File: src/rtl/cpu_pkg.sv
// Shared definitions for the 16-bit RISC CPU: default widths, opcode constants
// and the fetch FSM state type.
package cpu_pkg;
    localparam int DEF_ADDR_WIDTH = 13;
    localparam int DEF_DATA_WIDTH = 16;

    localparam logic [3:0] OP_HALT = 4'b1100;

    typedef enum logic [1:0] {
        IDLE = 2'd0,
        REQ  = 2'd1,
        FULL = 2'd2,
        HALT = 2'd3
    } fetch_state_t;
endpackage

File: src/rtl/instr_fetch_if.sv
// Fetch-stage bus bundle: memory read port, decode handshake and execute redirect.
// The master side is the fetch stage; the slave side is memory/decode/execute.
interface instr_fetch_if #(
    parameter int ADDR_WIDTH = 13,
    parameter int DATA_WIDTH = 16
);
    logic                  mem_read;
    logic [ADDR_WIDTH-1:0] mem_read_addr;
    logic [DATA_WIDTH-1:0] mem_rd_data;
    logic                  mem_rd_done;
    logic                  redirect;
    logic [ADDR_WIDTH-1:0] redirect_pc;
    logic                  instr_valid;
    logic [DATA_WIDTH-1:0] instr;
    logic [ADDR_WIDTH-1:0] instr_pc;
    logic                  instr_ready;
    logic                  halted;

    modport master (
        output mem_read, mem_read_addr, instr_valid, instr, instr_pc, halted,
        input  mem_rd_data, mem_rd_done, redirect, redirect_pc, instr_ready
    );

    modport slave (
        input  mem_read, mem_read_addr, instr_valid, instr, instr_pc, halted,
        output mem_rd_data, mem_rd_done, redirect, redirect_pc, instr_ready
    );
endinterface

File: src/rtl/instr_fetch_fifo.sv
// Prefetch FIFO of {pc, instr} entries; occupancy tracked with an explicit count
// register. Storage is not reset, only pointers and count.
module fetch_fifo #(
    parameter int DEPTH = 4,
    parameter int WIDTH = 29
) (
    input  logic                     clk,
    input  logic                     rst,
    input  logic                     flush,
    input  logic                     push,
    input  logic [WIDTH-1:0]         push_data,
    input  logic                     pop,
    output logic [WIDTH-1:0]         head,
    output logic                     full,
    output logic                     empty,
    output logic [$clog2(DEPTH):0]   count
);
    localparam int PW = $clog2(DEPTH);
    localparam int CW = PW + 1;

    logic [WIDTH-1:0] store_q [DEPTH];
    logic [PW-1:0]    wr_ptr_q, wr_ptr_d;
    logic [PW-1:0]    rd_ptr_q, rd_ptr_d;
    logic [CW-1:0]    count_q,  count_d;

    always_comb begin
        wr_ptr_d = wr_ptr_q;
        rd_ptr_d = rd_ptr_q;
        count_d  = count_q;
        if (flush) begin
            wr_ptr_d = '0;
            rd_ptr_d = '0;
            count_d  = '0;
        end else begin
            if (push) wr_ptr_d = wr_ptr_q + PW'(1);
            if (pop)  rd_ptr_d = rd_ptr_q + PW'(1);
            count_d = count_q + CW'(push) - CW'(pop);
        end
    end

    always_ff @(posedge clk) begin
        if (rst) begin
            wr_ptr_q <= '0;
            rd_ptr_q <= '0;
            count_q  <= '0;
        end else begin
            wr_ptr_q <= wr_ptr_d;
            rd_ptr_q <= rd_ptr_d;
            count_q  <= count_d;
        end
    end

    always_ff @(posedge clk) begin
        if (push && !flush) store_q[wr_ptr_q] <= push_data;
    end

    assign head  = store_q[rd_ptr_q];
    assign count = count_q;
    assign full  = (count_q == CW'(DEPTH));
    assign empty = (count_q == '0);
endmodule

File: src/rtl/instr_fetch.sv
// Instruction fetch stage: PC, single-outstanding memory read, prefetch FIFO.
// Optional halt-opcode detection is enabled by defining IFETCH_HALT_DETECT_EN.
module instr_fetch
    import cpu_pkg::*;
#(
    parameter int ADDR_WIDTH = DEF_ADDR_WIDTH,
    parameter int DATA_WIDTH = DEF_DATA_WIDTH,
    parameter int FIFO_DEPTH = 4,
    parameter logic [ADDR_WIDTH-1:0] RESET_PC = '0
) (
    input  logic          clk,
    input  logic          rst,
    instr_fetch_if.master bus
);
    localparam int CW = $clog2(FIFO_DEPTH) + 1;
    localparam int EW = ADDR_WIDTH + DATA_WIDTH;

    fetch_state_t          state_q, state_d;
    logic [ADDR_WIDTH-1:0] pc_q, pc_d;
    logic                  mem_read_q, mem_read_d;
    logic [ADDR_WIDTH-1:0] mem_read_addr_q, mem_read_addr_d;

    logic [EW-1:0] fifo_head;
    logic          fifo_full, fifo_empty;
    logic [CW-1:0] fifo_count, count_after;
    logic          pop, accept, push, full_after, is_halt;

    assign pop    = !fifo_empty && bus.instr_ready;
    assign accept = (state_q == REQ) && mem_read_q && bus.mem_rd_done && !bus.redirect;
    assign push   = accept && (!fifo_full || pop);

    assign count_after = fifo_count + CW'(push) - CW'(pop);
    assign full_after  = (count_after == CW'(FIFO_DEPTH));

`ifdef IFETCH_HALT_DETECT_EN
    assign is_halt    = (bus.mem_rd_data[DATA_WIDTH-1 -: 4] == OP_HALT);
    assign bus.halted = (state_q == HALT);
`else
    assign is_halt    = 1'b0;
    assign bus.halted = 1'b0;
`endif

    fetch_fifo #(
        .DEPTH (FIFO_DEPTH),
        .WIDTH (EW)
    ) u_fifo (
        .clk       (clk),
        .rst       (rst),
        .flush     (bus.redirect),
        .push      (push),
        .push_data ({pc_q, bus.mem_rd_data}),
        .pop       (pop),
        .head      (fifo_head),
        .full      (fifo_full),
        .empty     (fifo_empty),
        .count     (fifo_count)
    );

    always_ff @(posedge clk) begin
        if (rst) begin
            state_q         <= IDLE;
            pc_q            <= RESET_PC;
            mem_read_q      <= 1'b0;
            mem_read_addr_q <= RESET_PC;
        end else begin
            state_q         <= state_d;
            pc_q            <= pc_d;
            mem_read_q      <= mem_read_d;
            mem_read_addr_q <= mem_read_addr_d;
        end
    end

    // Redirect overrides every state, including FULL and HALT.
    always_comb begin
        state_d = state_q;
        if (bus.redirect) begin
            state_d = REQ;
        end else begin
            case (state_q)
                IDLE: state_d = REQ;
                REQ: begin
                    if (accept) begin
                        if (is_halt)         state_d = HALT;
                        else if (full_after) state_d = FULL;
                        else                 state_d = REQ;
                    end
                end
                FULL:    if (pop) state_d = REQ;
                HALT:    state_d = HALT;
                default: state_d = IDLE;
            endcase
        end
    end

    // The request register tracks the next state so a new address issues on the
    // same edge that retires the previous read.
    always_comb begin
        pc_d            = pc_q;
        mem_read_d      = mem_read_q;
        mem_read_addr_d = mem_read_addr_q;
        if (bus.redirect) begin
            pc_d            = bus.redirect_pc;
            mem_read_d      = 1'b1;
            mem_read_addr_d = bus.redirect_pc;
        end else begin
            case (state_q)
                IDLE: mem_read_d = 1'b0;
                REQ: begin
                    if (accept) begin
                        pc_d            = pc_q + ADDR_WIDTH'(1);
                        mem_read_addr_d = pc_q + ADDR_WIDTH'(1);
                        mem_read_d      = (state_d == REQ);
                    end else if (!mem_read_q) begin
                        mem_read_d      = 1'b1;
                        mem_read_addr_d = pc_q;
                    end
                end
                FULL: begin
                    if (pop) begin
                        mem_read_d      = 1'b1;
                        mem_read_addr_d = pc_q;
                    end
                end
                default: mem_read_d = 1'b0;
            endcase
        end
    end

    assign bus.mem_read      = mem_read_q;
    assign bus.mem_read_addr = mem_read_addr_q;
    assign bus.instr_valid   = !fifo_empty;
    assign bus.instr         = fifo_empty ? '0 : fifo_head[DATA_WIDTH-1:0];
    assign bus.instr_pc      = fifo_empty ? '0 : fifo_head[EW-1:DATA_WIDTH];
endmodule

File: src/flat_wrapper.sv
// flat-port wrapper written by rule: the top's interface ports become plain ports
module instr_fetch_flat import cpu_pkg::*;
#(
    parameter int ADDR_WIDTH = DEF_ADDR_WIDTH,
    parameter int DATA_WIDTH = DEF_DATA_WIDTH,
    parameter int FIFO_DEPTH = 4,
    parameter logic [ADDR_WIDTH-1:0] RESET_PC = '0
)
  (clk, rst, bus_mem_read, bus_mem_read_addr, bus_instr_valid, bus_instr, bus_instr_pc, bus_halted, bus_mem_rd_data, bus_mem_rd_done, bus_redirect, bus_redirect_pc, bus_instr_ready);
  instr_fetch_if #(.ADDR_WIDTH(ADDR_WIDTH), .DATA_WIDTH(DATA_WIDTH)) bus_i ();
  input  logic clk;
  input  logic rst;
  output wire logic [$bits(bus_i.mem_read)-1:0] bus_mem_read;
  output wire logic [$bits(bus_i.mem_read_addr)-1:0] bus_mem_read_addr;
  output wire logic [$bits(bus_i.instr_valid)-1:0] bus_instr_valid;
  output wire logic [$bits(bus_i.instr)-1:0] bus_instr;
  output wire logic [$bits(bus_i.instr_pc)-1:0] bus_instr_pc;
  output wire logic [$bits(bus_i.halted)-1:0] bus_halted;
  input wire logic [$bits(bus_i.mem_rd_data)-1:0] bus_mem_rd_data;
  input wire logic [$bits(bus_i.mem_rd_done)-1:0] bus_mem_rd_done;
  input wire logic [$bits(bus_i.redirect)-1:0] bus_redirect;
  input wire logic [$bits(bus_i.redirect_pc)-1:0] bus_redirect_pc;
  input wire logic [$bits(bus_i.instr_ready)-1:0] bus_instr_ready;
  assign bus_mem_read = bus_i.mem_read;
  assign bus_mem_read_addr = bus_i.mem_read_addr;
  assign bus_instr_valid = bus_i.instr_valid;
  assign bus_instr = bus_i.instr;
  assign bus_instr_pc = bus_i.instr_pc;
  assign bus_halted = bus_i.halted;
  assign bus_i.mem_rd_data = bus_mem_rd_data;
  assign bus_i.mem_rd_done = bus_mem_rd_done;
  assign bus_i.redirect = bus_redirect;
  assign bus_i.redirect_pc = bus_redirect_pc;
  assign bus_i.instr_ready = bus_instr_ready;
  instr_fetch #(.ADDR_WIDTH(ADDR_WIDTH), .DATA_WIDTH(DATA_WIDTH), .FIFO_DEPTH(FIFO_DEPTH), .RESET_PC(RESET_PC)) u_core (.clk(clk), .rst(rst), .bus(bus_i));
endmodule
File: config.mk
export PLATFORM = sky130hd
export DESIGN_NAME = instr_fetch_flat
export DESIGN_NICKNAME = d
export VERILOG_FILES = /design/src/rtl/cpu_pkg.sv /design/src/rtl/instr_fetch_if.sv /design/src/rtl/instr_fetch_fifo.sv /design/src/rtl/instr_fetch.sv /design/src/flat_wrapper.sv
export SDC_FILE = /design/constraint.sdc
export NUM_CORES = 1
export LEC_CHECK = 0
export ABC_AREA = 0
export ABC_CLOCK_PERIOD_IN_PS = 4900
export BUFFER_PORTS_ARGS = -buffer_cell sky130_fd_sc_hd__buf_2
export CAP_MARGIN = 20
export CORE_ASPECT_RATIO = 1.5
export CORE_UTILIZATION = 25
export CTS_BUF_LIST = sky130_fd_sc_hd__clkbuf_4 sky130_fd_sc_hd__clkbuf_8
export CTS_CLUSTER_DIAMETER = 80
export DETAILED_ROUTE_END_ITERATION = 10
export GPL_ROUTABILITY_DRIVEN = 0
export HOLD_SLACK_MARGIN = 0.12
export REMOVE_ABC_BUFFERS = 1
export SYNTH_ARGS = -nofsm -noshare
export SYNTH_HDL_FRONTEND = slang
export SYNTH_SLANG_ARGS = --single-unit
File: constraint.sdc
create_clock -name clk -period 4.9 [get_ports clk]
set_clock_uncertainty 0.2 [all_clocks]
set_input_delay 0.245 -clock clk [delete_from_list [all_inputs] [get_ports clk]]
set_output_delay 0.245 -clock clk [all_outputs]
set_load 0.02 [all_outputs]
### Yosys cells after proc, flatten, opt, wreduce, memory -nomap -nowiden

Memory sizes are Yosys's and may differ from the RTL's. A register that Yosys moved wholly into a read port is not among the register bits.
Index checks and enable logic that the tools add are counted.

| cells by class | value |
|---|---|
| $add $sub $neg | 5 |
| multiply operators | 0 |
| divide/modulo/power cells | 0 |
| $lt $le $gt $ge | 0 |
| eq/ne operators | 8 |
| shift operators | 0 |
| multiplexer cells | 23 |
| bitwise gates (word level) | 0 |
| reductions and logical operators | 18 |

Operator list:

| kind | count |
|---|---|
| $mux W13 | 8 |
| $pmux W13 S2 | 1 |
| $mux W16 | 1 |
| $add A13 B1 Y13 const B | 1 |
| $mux W2 | 6 |
| $pmux W2 S4 | 1 |
| $eq A3 B3 Y1 const B | 2 |
| $logic_and A1 B1 Y1 | 6 |
| $mux W1 | 5 |
| $add A2 B1 Y2 const B | 2 |
| $eq A2 B1 Y1 const B | 2 |
| $eq A2 B2 Y1 const B | 2 |
| $ne A4 B4 Y1 const B | 1 |
| $reduce_bool A2 Y1 | 2 |
| $add A3 B1 Y3 | 1 |
| $logic_not A1 Y1 | 3 |
| $logic_not A3 Y1 | 1 |
| $ne A3 B2 Y1 const B | 1 |
| $reduce_and A3 Y1 | 1 |
| $reduce_bool A3 Y1 | 1 |
| $sub A3 B1 Y3 | 1 |
| $logic_not A2 Y1 | 1 |
| $pmux W1 S2 | 1 |
| $reduce_and A2 Y1 | 1 |
| other kinds (2) | 2 |

| word-level totals | value |
|---|---|
| flip-flop bits (word level) | 36 |
| latch bits | 0 |
| bits in writable memories | 116 |
| ROM bits | 0 |
| output and inout bits | 45 |
| word-level logic and storage cells | 62 |
| memories | 1 |

Memories:

| memory | words | bits a word | read ports | clocked after Yosys merged registers in | write ports | line | source |
|---|---|---|---|---|---|---|---|
| u_core.u_fifo.store_q | 4 | 29 | 1 | 1 | 1 | instr_fetch_fifo.sv:21 | `logic [WIDTH-1:0] store_q [DEPTH];` |

### Depth between registers and ports, before layout

Gate-level depths: netlist of run 1.

| logic depth | value |
|---|---|
| depth after elaboration | 16 |
| gate-level depth with buffers | 14 |

### Modules after synthesis

Synthesis of run 1 repeated with hierarchy kept, for this count alone.

| unflattened totals | value |
|---|---|
| cell total of the unflattened synthesis | 466 |
| area total of the unflattened synthesis | 6,755.2 µm² |

Modules (own cells, without submodules):

| module | instances | cells an instance | area each (µm²) |
|---|---|---|---|
| fetch_fifo | 1 | 198 | 4,650.7 |
| instr_fetch | 1 | 268 | 2,104.5 |

### Worst setup path before layout of run 1

OpenSTA, ideal clock, no wires.

| timing path | value |
|---|---|
| kind | reg2reg |
| start | register u_core.state_q[1] |
| end | register u_core.mem_read_q, in the netlist u_core.bus.mem_read |
| arrival | 2.696 ns |
| data required time | 4.585 ns |
| path slack | 1.890 ns |
| stages on the path, launching flop included | 15 |
| path buffers | 1 |
| cells stage by stage | dfxtp_1 inv_1 ha_1 buf_2 nand4b_4 a31oi_1 nand2_1 nand2_1 ha_1 fa_1 nor2_1 nand3_1 a211oi_1 o21ai_0 and2_1 |

| between the ends | value |
|---|---|
| longest elaborated chain between the ends | 16 |
| elaborated cells on any way between the ends | 21 |
| classes of those cells | 2 x add/sub; 6 x eq/ne; 8 x mux; 5 x reduce/logical |

Ends and longest elaborated chain:

| what | line | source |
|---|---|---|
| from (decl) | instr_fetch.sv:18 | `fetch_state_t state_q, state_d;` |
| from (signal assigned) | instr_fetch.sv:66 | `state_q <= state_d;` |
| $eq A2 B1 Y1 | instr_fetch.sv:29 | `assign accept = (state_q == REQ) && mem_read_q && bus.mem_rd_done && !bus.redirect;` |
| $logic_and A1 B1 Y1 (3 in series) | instr_fetch.sv:29 |  |
| $logic_and A1 B1 Y1 | instr_fetch.sv:30 | `assign push = accept && (!fifo_full \|\| pop);` |
| $add A3 B1 Y3 | instr_fetch.sv:32 | `assign count_after = fifo_count + CW'(push) - CW'(pop);` |
| $sub A3 B1 Y3 | instr_fetch.sv:32 |  |
| via u_core.count_after[1] | instr_fetch.sv:25 | `logic [CW-1:0] fifo_count, count_after;` |
| $eq A3 B3 Y1 | instr_fetch.sv:33 | `assign full_after = (count_after == CW'(FIFO_DEPTH));` |
| $mux W2 | instr_fetch.sv:84 | `else if (full_after) state_d = FULL;` |
| $mux W2 | instr_fetch.sv:82 | `if (accept) begin` |
| $pmux W2 S4 | instr_fetch.sv:79 | `case (state_q)` |
| $mux W2 | instr_fetch.sv:76 | `if (bus.redirect) begin` |
| $eq A2 B1 Y1 | instr_fetch.sv:112 | `mem_read_d = (state_d == REQ);` |
| $mux W1 | instr_fetch.sv:109 | `if (accept) begin` |
| $pmux W1 S2 | instr_fetch.sv:106 | `case (state_q)` |
| $mux W1 | instr_fetch.sv:101 | `if (bus.redirect) begin` |
| to (signal assigned) | instr_fetch.sv:68 | `mem_read_q <= mem_read_d;` |
| to (decl) | instr_fetch.sv:20 | `logic mem_read_q, mem_read_d;` |

The timed path passes the listed nets, and every way through them passes these cells.
A chain may end at the register's enable or synchronous reset.

### Worst setup path in the final report of run 1

Same ends and word-level chain as after synthesis.

==> results.json, run 1 <==
{
  "hold_class": "in2reg",
  "critPathKind": "reg2reg",
  "cts_buffers": 17,
  "drt.antenna.violating_nets": 0,
  "synth_top_family_by_area": "simple AND/OR/NAND/NOR gates",
  "layout-drive-gt1-share_pct": 27.75,
  "antenna_found_initial": 0,
  "synth_xor_area_share_pct": 3.242,
  "muxShareOfSynthArea_pct": 10.91,
  "vias_per_cell": 4.345,
  "syn_avg_cell_area_um2": 14.62,
  "start_util_pct": 25.58,
  "synth_edf_count": 116,
  "end_kind": "register",
  "drtIter0Drc": 273,
  "synthSimpleGateAreaFrac_pct": 11.76,
  "overflow": 0,
  "drc": 0,
  "synthArstFlopShare_pct": 0,
  "status": "finished clean",
  "finalNonFillerCells": 906,
  "htree_levels": 4,
  "rows": 72,
  "worst_pin_slew_ns": 0.9306,
  "synth-adder-area-share_pct": 2.187,
  "finalCritPeriodShare_pct": 71.40,
  "synth_compound_area_share_pct": 5.335,
  "core_area_um2": 25940,
  "slew_headroom_pct": 37.84,
  "place_area_um2": 7365,
  "clock_sinks": 154,
  "slew_viol_final": 0,
  "worstPathArrival_ns": 3.64,
  "finalHoldViolCount": 0,
  "worst-endpoint-required_ns": 5.04,
  "dp.cells": 843,
  "yosys_warnings": 0,
  "start_kind": "register",
  "fin_area_um2": 8038,
  "maxCapViolations": 0,
  "setup_viol_count_final": 0,
  "crit_path_max_fanout": 9,
  "p_leak_nw": 2.787,
  "post_cts_resized": 0,
  "place_hpwl_um": 9704,
  "max_freq_ghz": 0.2858,
  "grtUsageTotal_pct": 11.32,
  "cts-root-buf": "clkbuf_8",
  "clock_latency_ns": 0.44,
  "grt_pass1_vias": 4135,
  "grt_pass1_wl_um": 23090,
  "synthFlopType": "edfxtp_1",
  "nets": 605,
  "die_w_um": 135.0,
  "die-area_um2": 27220,
  "dr_total_vias": 3937,
  "synthToLayoutAreaGrowth_pct": 21.09,
  "nFillCells": 2653,
  "cts.clk_slew.worst_paths_ns": 0.09,
  "cts.path.max_buffers": 2,
  "rsz0062_at_grt": "no",
  "ios": 79,
  "ys_seq_elements": 154,
  "first_pass_iters": 5,
  "synth_seq_area_share_pct": 63.94,
  "grt_max_degree": 41,
  "tns_ns": 0,
  "synth_area_um2": 6638,
  "min_period_ns": 3.498,
  "p_per_area_nw_per_um2": 309.6,
  "io_buffers": 77,
  "whs_ns": 0.1741,
  "die_h_um": 201.6,
  "avgRoutedWirePerCell_um": 16.06,
  "insertedDiodeCount": 0,
  "vdd_ir_drop_max_v": 0.0001232,
  "synth.distinct_cells": 59,
  "netlist_instances": 454,
  "cts_tree": "done",
  "drt_wl_total_um": 14550
}
Yosys cell counts (4+ instances only):
cell type | number | share of area [%]
xor2_1 | 12 | 1.6
nor4_1 | 7 | 0.66
o21a_1 | 4 | 0.45
mux4_2 | 29 | 9.8
nand2_1 | 20 | 1.1
dfxtp_1 | 38 | 11
a31oi_1 | 5 | 0.47
o21ai_0 | 12 | 0.90
or3_1 | 4 | 0.38
edfxtp_1 | 116 | 52
o22ai_1 | 7 | 0.66
inv_1 | 13 | 0.74
nand3_1 | 7 | 0.53
nor2b_1 | 32 | 3.0
nor3_1 | 8 | 0.60
buf_2 | 6 | 0.45
mux2i_1 | 6 | 0.90
ha_1 | 10 | 1.9
and2_1 | 9 | 0.85
a21oi_1 | 7 | 0.53
xnor2_1 | 10 | 1.3
nor2_1 | 30 | 1.7
clkbuf_1 | 15 | 0.85
timing repair:
action	4_1_cts	5_1_grt
setup buffers	0	0
hold buffers	31	0
endpoints found under the setup margin	0	0
endpoints found under the hold margin	93	0
where the power goes:
part	total [mW]	internal [mW]	switching, mW
sequential	1.44	1.42	0.0238
clock	0.878	0.369	0.509
combinational	0.168	0.0736	0.0943
total	2.49	1.86	0.627
worst max-delay path: stages, from the launching register on:
cell	delay (ns)
dfxtp_1	0.35
inv_1	0.08
ha_1	0.37
nand4b_4	0.23
a31oi_1	0.51
nand2_1	0.11
nand2_1	0.10
ha_1	0.16
fa_1	0.44
nor2_1	0.17
nand3_1	0.10
a211oi_1	0.30
o21ai_0	0.13
and2_1	0.16
state kept, by name (all words and copies together) (netlist names), named ones only:
name / cells
u_core.state_q: 2
u_core.pc_q: 13
u_core.u_fifo.rd_ptr_q: 2
u_core.u_fifo.count: 3
u_core.u_fifo.store_q: 116
u_core.bus.mem_read_addr: 13
u_core.bus.mem_read: 1
u_core.u_fifo.wr_ptr_q: 2
metal layers:
| metal | GRT usage, % | vias to the layer above | part of all wire (%) |
|---|---|---|---|
| met3 | 2.620 | 4 | 3.6 |
| li1 | - | 1918 | - |
| met5 | 0 | - | 0 |
| met4 | 3.571 | 0 | 0.56 |
| met1 | 13.43 | 1929 | 42 |
| met2 | 19.96 | 86 | 54 |
cell type report:
class | instances | area [um^2] | area share [%]
clock buffer | 17 | 234.0 | 2.911
timing repair buffer | 112 | 725.7 | 9.029
clock inverter | 15 | 128.9 | 1.603
inverter | 13 | 48.80 | 0.6071
sequential | 154 | 4245 | 52.82
multi-input combinational | 262 | 2238 | 27.85
tap | 333 | 416.7 | 5.184
placed cells by master, fill, tap and decap left out, drive strengths merged, types with 5 or more instances in the layout:
master / count
a21oi: 7
a31oi: 5
and2: 9
buf: 81
clkbuf: 17
dfxtp: 38
dlygate4sd3: 31
edfxtp: 116
ha: 10
inv: 22
mux2i: 6
mux4: 29
nand2: 20
nand3: 10
nor2: 31
nor2b: 32
nor3: 8
nor4: 7
o21ai: 13
o22ai: 7
xnor2: 10
xor2: 12
cell families (layout without fill, tap and decap cells):
kind of cell             Yosys count  after routing
flip-flops                       154            154
buffers and inverters             38            157
XOR/XNOR                          23             23
multiplexers                      36             36
other                              1              1
AND/OR/NAND/NOR                  139            139
AO/OA/AOI/OAI                     52             52
adder cells (fa/ha/maj)           11             11
path summary, 6_finish.rpt:
check             cells after the start                   startpoint                     endpoint  slack (ns)
setup / recovery                     13            u_core.state_q[1]          u_core.bus.mem_read        1.40
hold / removal                        5                 bus_redirect          u_core.bus.mem_read        0.17
setup reg to reg                     13            u_core.state_q[1]          u_core.bus.mem_read        1.40
hold reg to reg                       2  u_core.bus.mem_read_addr[2]  u_core.bus.mem_read_addr[2]        0.31
through the flow:
stage / setup slack (ns) / util, % / power [mW]
after floorplan: 0.7963 / - / 1.550
after global placement: 1.524 / 28.39 / 1.621
after detailed placement: 1.444 / 28.39 / 1.623
after CTS: 1.414 / 30.98 / 2.526
after global routing: 1.002 / 30.98 / 2.597
final: 1.402 / 30.98 / 2.489
(Power assumes the default switching activity.)
==> inputs of run 2 (changes only) <==
ABC_AREA = 1   (was 0)
ABC_CLOCK_PERIOD_IN_PS = 3640   (was 4900)
clock period = 3.64 ns   (was 4.9 ns; I/O delays follow)
==> run 2 against run 1 <==
Net effect: final cell count is 24% higher; via count increased by 24%; clock-buffer cell count grew 5; die area increased by 0.54%; power is 43% higher; sequential share of layout area is 1.6 points lower; sequential cell count did not move; non-clock buffer count is 18 higher; register-to-register slack got worse by 0.74 ns; combinational power increased by 45%; clock power increased by 55%; critical path type unchanged; largest cell class unchanged; highest routed layer unchanged.
==> results.json, run 2 <==
{
  "dr_wl_met3_um": 625,
  "antenna_found_initial": 0,
  "die_h_um": 202.1,
  "maxCapViolations": 0,
  "path_cells": "inv_1 -> ha_1 -> nand4_2 -> inv_2 -> o31ai_2 -> inv_1 -> nand2_1 -> nand2_1 -> ha_1 -> fa_1 -> inv_1 -> nand2_1 -> nor2_1 -> nand2_1 -> nand2_1 -> nand2_1 -> nand2_1 -> nand2_1 -> nand2_1 -> nand2_1 -> nand2_1 -> a21oi_1",
  "yosys.area.top_type": "edfxtp_1",
  "worstHoldStart": "bus_mem_rd_data[0]",
  "end_kind": "register",
  "worst_pin_slew_ns": 0.7039,
  "synth_top_area_share_pct": 52.19,
  "setup_viol_count_final": 0,
  "p_per_area_nw_per_um2": 428.0,
  "cts.clk_slew.worst_paths_ns": 0.08,
  "ys_seq_elements": 154,
  "clock_sinks": 154,
  "drc": 0,
  "finalCritPeriodShare_pct": 81.80,
  "synth_edf_count": 116,
  "postCtsHoldBufs": 41,
  "highest_layer": "met4",
  "cts_buffers": 17,
  "reg2reg_from": "u_core.state_q[1]",
  "final_cell_mix": "nor2_1 (133), edfxtp_1 (116), nand2_1 (85)",
  "route.met2.wl_um": 8734,
  "tns_ns": 0,
  "nFillCells": 2677,
  "die_w_um": 135.4,
  "drt_wl_total_um": 16040,
  "synthTopCellsByCount": "nor2_1 (137), edfxtp_1 (116), nand2_1 (85), o21ai_0 (68), a21oi_1 (45)",
  "overflow": 0,
  "synthFlopType": "edfxtp_1",
  "min_period_ns": 2.978,
  "synthMostInstantiatedCell": "nor2_1",
  "wirelength_met1_um": 6538,
  "ios": 79,
  "syn_avg_cell_area_um2": 10.14,
  "crit_path_max_fanout": 7,
  "crit_top_cell": "nand2_1",
  "synthToLayoutAreaGrowth_pct": 24.17,
  "grt_max_degree": 59,
  "rows": 72,
  "fin_area_um2": 8287,
  "whs_ns": 0.2990,
  "post_cts_buffers": 0,
  "setup_ws_ns": 0.6625,
  "io_buffers": 77,
  "synthArstFlopShare_pct": 0,
  "clock_latency_ns": 0.44,
  "synthTopCellsByArea": "edfxtp_1 (52%), dfxtp_1 (11%), nor2_1 (7.7%)",
  "cts_tree": "done",
  "worst-endpoint-required_ns": 3.76,
  "vias_per_cell": 4.350,
  "post_cts_resized": 0,
  "place_hpwl_um": 10360,
  "netlist_instances": 658,
  "dp.cells": 1046,
  "place_area_um2": 7430,
  "hold_class": "in2reg",
  "post-place-ws_ns": 0.6806,
  "avgRoutedWirePerCell_um": 14.33,
  "start_util_pct": 25.63,
  "regToRegEndpoint": "u_core.bus.mem_read",
  "synth_area_um2": 6674,
  "regMostFlops": "u_core.u_fifo.store_q",
  "nets": 819,
  "cts-root-buf": "clkbuf_8",
  "p_leak_nw": 3.165,
  "synth.distinct_cells": 38,
  "max_freq_ghz": 0.3359,
  "grtUsageTotal_pct": 12.31,
  "cts.path.max_buffers": 2,
  "whs_endpoint": "u_core.u_fifo.store_q[1][0]",
  "largest_reg_flops": 116,
  "whs_path_depth": 2,
  "htree_levels": 4,
  "slew_headroom_pct": 53.02,
  "slowest_stage": "fa_1",
  "core_area_um2": 26040,
  "slew_viol_final": 0,
  "first_pass_iters": 5,
  "grt_pass1_vias": 4734,
  "vdd_ir_drop_max_v": 0.0002017,
  "insertedDiodeCount": 0,
  "yosys_warnings": 0,
  "die-area_um2": 27370,
  "critPathKind": "reg2reg",
  "r2r_slack_ns": 0.66,
  "drtIter0Drc": 227,
  "synth_seq_area_share_pct": 63.59,
  "start_kind": "register",
  "finalHoldViolCount": 0,
  "rsz0062_at_grt": "no",
  "critPathMaxStageDelay_ns": 0.43,
  "grt_pass1_wl_um": 25210,
  "drt.antenna.violating_nets": 0,
  "status": "finished clean",
  "finalNonFillerCells": 1119,
  "r2r_cells": 22,
  "register_area_um2": 4245,
  "worstPathArrival_ns": 3.09,
  "layout_commonest_cell": "nor2_1",
  "multi_input_area_um2": 2130,
  "layout-drive-gt1-share_pct": 18.70,
  "dr_total_vias": 4868
}
run 2: cell types whose count changed after synthesis, sizes merged, moves of 12 or more:
cell | before | now
nor2 | 31 | 140
mux4 | 29 | 0
inv | 13 | 42
a21oi | 7 | 48
o21ai | 13 | 80
nand2 | 20 | 89
nor2b | 32 | 0
a31oi | 5 | 17
run 2: worst max-delay path by stage:
stage                 startpoint                     endpoint  cells after the start
5_1_grt        u_core.state_q[1]          u_core.bus.mem_read                     22
2_1_floorplan  u_core.state_q[1]  u_core.u_fifo.store_q[0][0]                      6
3_5_place_dp   u_core.state_q[1]          u_core.bus.mem_read                     22
4_1_cts        u_core.state_q[1]          u_core.bus.mem_read                     22
6_report       u_core.state_q[1]          u_core.bus.mem_read                     22
3_3_place_gp   u_core.state_q[1]          u_core.bus.mem_read                     22
run 2: logic make-up after synthesis:
logic type	Yosys count	share of synthesized area, %
buffers and inverters	77	4.949
AO/OA/AOI/OAI	155	12.80
flip-flops	154	63.59
AND/OR/NAND/NOR	253	15.50
adder cells (fa/ha/maj)	11	2.175
XOR/XNOR	7	0.9187
other	1	0.05619
run 2: per-layer routing:
metal	track usage [%]	up-vias
met5	0	-
met1	13.60	2274
met3	2.157	8
met4	4.775	0
li1	-	2482
met2	22.89	104
run 2: report_power, final:
part           total [mW]  switching (mW)  leakage, nW  internal, mW
Combinational       0.244           0.145         1.58        0.0993
Clock                1.36           0.581        0.219         0.777
Sequential           1.94          0.0304         1.37          1.91
run 2: final cells by class:
class                   count  area share [%]
clock buffers              22           3.276
clock inverters             9           1.782
inverters                  44           2.053
multi-input cells         427           25.70
flip-flops and latches    154           51.23
well taps                 333           5.028
repair buffers            130           10.93
run 2: worst max-delay path: cells and delay by family, from the launching register on:
family | cells | cell delay (ns)
and+or+nand+nor | 13 | 0.93
adders and majority gates | 3 | 0.89
DFF | 1 | 0.41
buffers and inverters | 4 | 0.31
AOI/OAI and AO/OA | 2 | 0.11
run 2: per-stage QoR:
step	util, %	power [mW]
floorplan	-	2.098
finish	31.83	3.547
CTS	31.72	3.592
global route	31.83	3.703
global placement	28.54	2.192
detailed placement	28.54	2.195
==> inputs of run 3 (changes only) <==
ABC_AREA = 0   (was 1)
ABC_CLOCK_PERIOD_IN_PS = 2500   (was 3640)
clock period = 2.5 ns   (was 3.64 ns; I/O delays follow)
==> run 3 against run 2 <==
Net effect: the run now ends with setup timing left; sequential share of layout area decreased by 1.5 points; register-to-register slack got worse by 0.70 ns; power up 41%; via count shrank 14%; clock power rose by 32%; sequential power rose by 45%; die area down 0.54%; combinational power increased by 58%; critical path depth decreased by 9; largest cell class unchanged.
==> results.json, run 3 (same netlist as run 1, synthesis figures left out) <==
{
  "final_cell_mix": "edfxtp_1 (116), buf_2 (77), buf_4 (44)",
  "slowest_stage": "fa_2",
  "crit_path_max_fanout": 3,
  "seqPwrFrac_pct": 56.2,
  "clkPwrFrac_pct": 36.0,
  "setup_viol_count_final": 2,
  "place_hpwl_um": 10750,
  "nets": 654,
  "grt_pass1_vias": 4405,
  "reg2reg_from": "u_core.state_q[1]",
  "layout-drive-gt1-share_pct": 34.62,
  "critPathMaxStageDelay_ns": 0.45,
  "insertedDiodeCount": 0,
  "maxCapViolations": 0,
  "worstPathArrival_ns": 2.69,
  "htree_levels": 4,
  "cts_tree": "done",
  "crit_top_cell": "nand2_1",
  "drtIter0Drc": 230,
  "path_cells": "inv_2 -> ha_4 -> nand4b_4 -> a31oi_4 -> nand2_1 -> nand2_1 -> ha_2 -> fa_2 -> nor2_4 -> nand3_2 -> a211oi_2 -> o21ai_1 -> and2_1",
  "die-area_um2": 27220,
  "crit_end": "u_core.bus.mem_read",
  "setup_ws_ns": -0.03279,
  "cts.clk_slew.worst_paths_ns": 0.09,
  "finalCritPeriodShare_pct": 101.3,
  "power_mw": 5.004,
  "regMostFlops": "u_core.u_fifo.store_q",
  "ios": 79,
  "drt.antenna.violating_nets": 0,
  "drt_wl_total_um": 15620,
  "cts_buffers": 17,
  "overflow": 0,
  "layout_commonest_cell": "edfxtp_1",
  "rows": 72,
  "cts-root-buf": "clkbuf_8",
  "vias_per_cell": 4.395,
  "swShare_pct": 24.82,
  "combPwrFrac_pct": 7.7,
  "critPathKind": "reg2reg",
  "slew_viol_final": 0,
  "p_switching_mw": 1.242,
  "clock_sinks": 154,
  "worst-endpoint-required_ns": 2.66,
  "p_per_area_nw_per_um2": 585.6,
  "dr_total_vias": 4193,
  "avgRoutedWirePerCell_um": 16.37,
  "power.internal_mw": 3.762,
  "synthToLayoutAreaGrowth_pct": 28.75,
  "r2r_cells": 13,
  "grt_pass1_wl_um": 24460,
  "min_period_ns": 2.533,
  "grt_max_degree": 41,
  "post-place-ws_ns": -0.2691,
  "clock_latency_ns": 0.45,
  "vdd_ir_drop_max_v": 0.0002415,
  "status": "finished, violations left",
  "start_util_pct": 25.58,
  "first_pass_iters": 5,
  "startpoint": "u_core.state_q[1]",
  "drc": 0,
  "grtUsageTotal_pct": 12.10,
  "r2r_slack_ns": -0.03,
  "cts.path.max_buffers": 2,
  "end_kind": "register",
  "hold_class": "in2reg",
  "core_area_um2": 25940,
  "finalHoldViolCount": 0,
  "antenna_found_initial": 0,
  "regToRegEndpoint": "u_core.bus.mem_read",
  "die_w_um": 135.0,
  "max_freq_ghz": 0.3948,
  "start_kind": "register",
  "largest_reg_flops": 116,
  "p_leak_nw": 3.051,
  "rsz0062_at_grt": "yes",
  "die_h_um": 201.6,
  "violations": "setup timing",
  "io_buffers": 77
}
run 3: cell types whose count changed in the layout (fill, tap and decap cells not counted), sizes merged, moves of 21 or more:
cell / before / now
a21oi: 48 / 7
buf: 89 / 125
inv: 42 / 21
mux4: 0 / 29
nand2: 89 / 20
nor2: 140 / 31
nor2b: 0 / 32
o21ai: 80 / 13
run 3: power by group through the flow:
stage / registers, mW / clock network [mW] / logic [mW]
after floorplan: 2.89 / 0 / 0.144
after global placement: 2.87 / 0 / 0.332
after detailed placement: 2.87 / 0 / 0.335
after CTS: 2.82 / 1.86 / 0.388
after global routing: 2.82 / 1.95 / 0.423
final: 2.81 / 1.80 / 0.386
run 3: layer usage:
layer  part of all wire [%]  track usage, %
met2                     55           22.28
met1                     41           13.70
met3                    3.7           2.217
met4                    1.0           4.294
met5                      0               0
run 3: critical path: cells and delay by family, from the launching register on:
| kind | cells | cell delay [ns] |
|---|---|---|
| flip-flops | 1 | 0.33 |
| AND/OR/NAND/NOR | 6 | 0.58 |
| AO/OA/AOI/OAI | 3 | 0.46 |
| adder cells (fa/ha/maj) | 3 | 0.78 |
| buffers and inverters | 1 | 0.07 |
run 3: area by class of cell:
type | count | area [um^2]
flip-flops and latches | 154 | 4252
multi-input cells | 262 | 2303
clock buffers | 17 | 234.0
clock inverters | 14 | 135.1
fillers | 2615 | 17400
well taps | 333 | 416.7
repair buffers | 161 | 1156
inverters | 13 | 48.80
run 3: how the worst min path moves through the flow:
| stage | endpoint | start | slack, ns | cells after the start |
|---|---|---|---|---|
| after floorplan | u_core.pc_q[3] | rst | -0.006 | 1 |
| after global placement | u_core.u_fifo.store_q[3][4] | bus_mem_rd_data[4] | 0.14 | 1 |
| after detailed placement | u_core.u_fifo.store_q[0][12] | bus_mem_rd_data[12] | 0.15 | 1 |
| after CTS | u_core.pc_q[2] | bus_mem_rd_done | 0.15 | 6 |
| after global routing | u_core.pc_q[2] | bus_mem_rd_done | 0.21 | 6 |
| final | u_core.pc_q[2] | bus_mem_rd_done | 0.17 | 6 |
run 3: what timing repair did:
action | 4_1_cts | 5_1_grt
gates resized for setup | 14 | 6
hold buffers | 36 | 0
endpoints found under the setup margin | 3 | 12
hold endpoints to repair | 98 | 0
setup buffers | 3 | 3
pin swaps | 12 | 2
cloned | 0 | 0
run 3: stage by stage:
| stage | TNS, ns | instances | util [%] | hold WS, ns | cell area [um^2] |
|---|---|---|---|---|---|
| floorplan | -35.05 | 429 | - | -0.005934 | 6516 |
| global placement | -0.4190 | 881 | 29.66 | 0.1414 | 7695 |
| detailed placement | -0.5800 | 881 | 29.66 | 0.1456 | 7695 |
| CTS | -0.03305 | 951 | 32.74 | 0.1451 | 8494 |
| global route | -0.4520 | 954 | 32.94 | 0.2067 | 8546 |
| finish | -0.04835 | 954 | 32.94 | 0.1726 | 8546 |
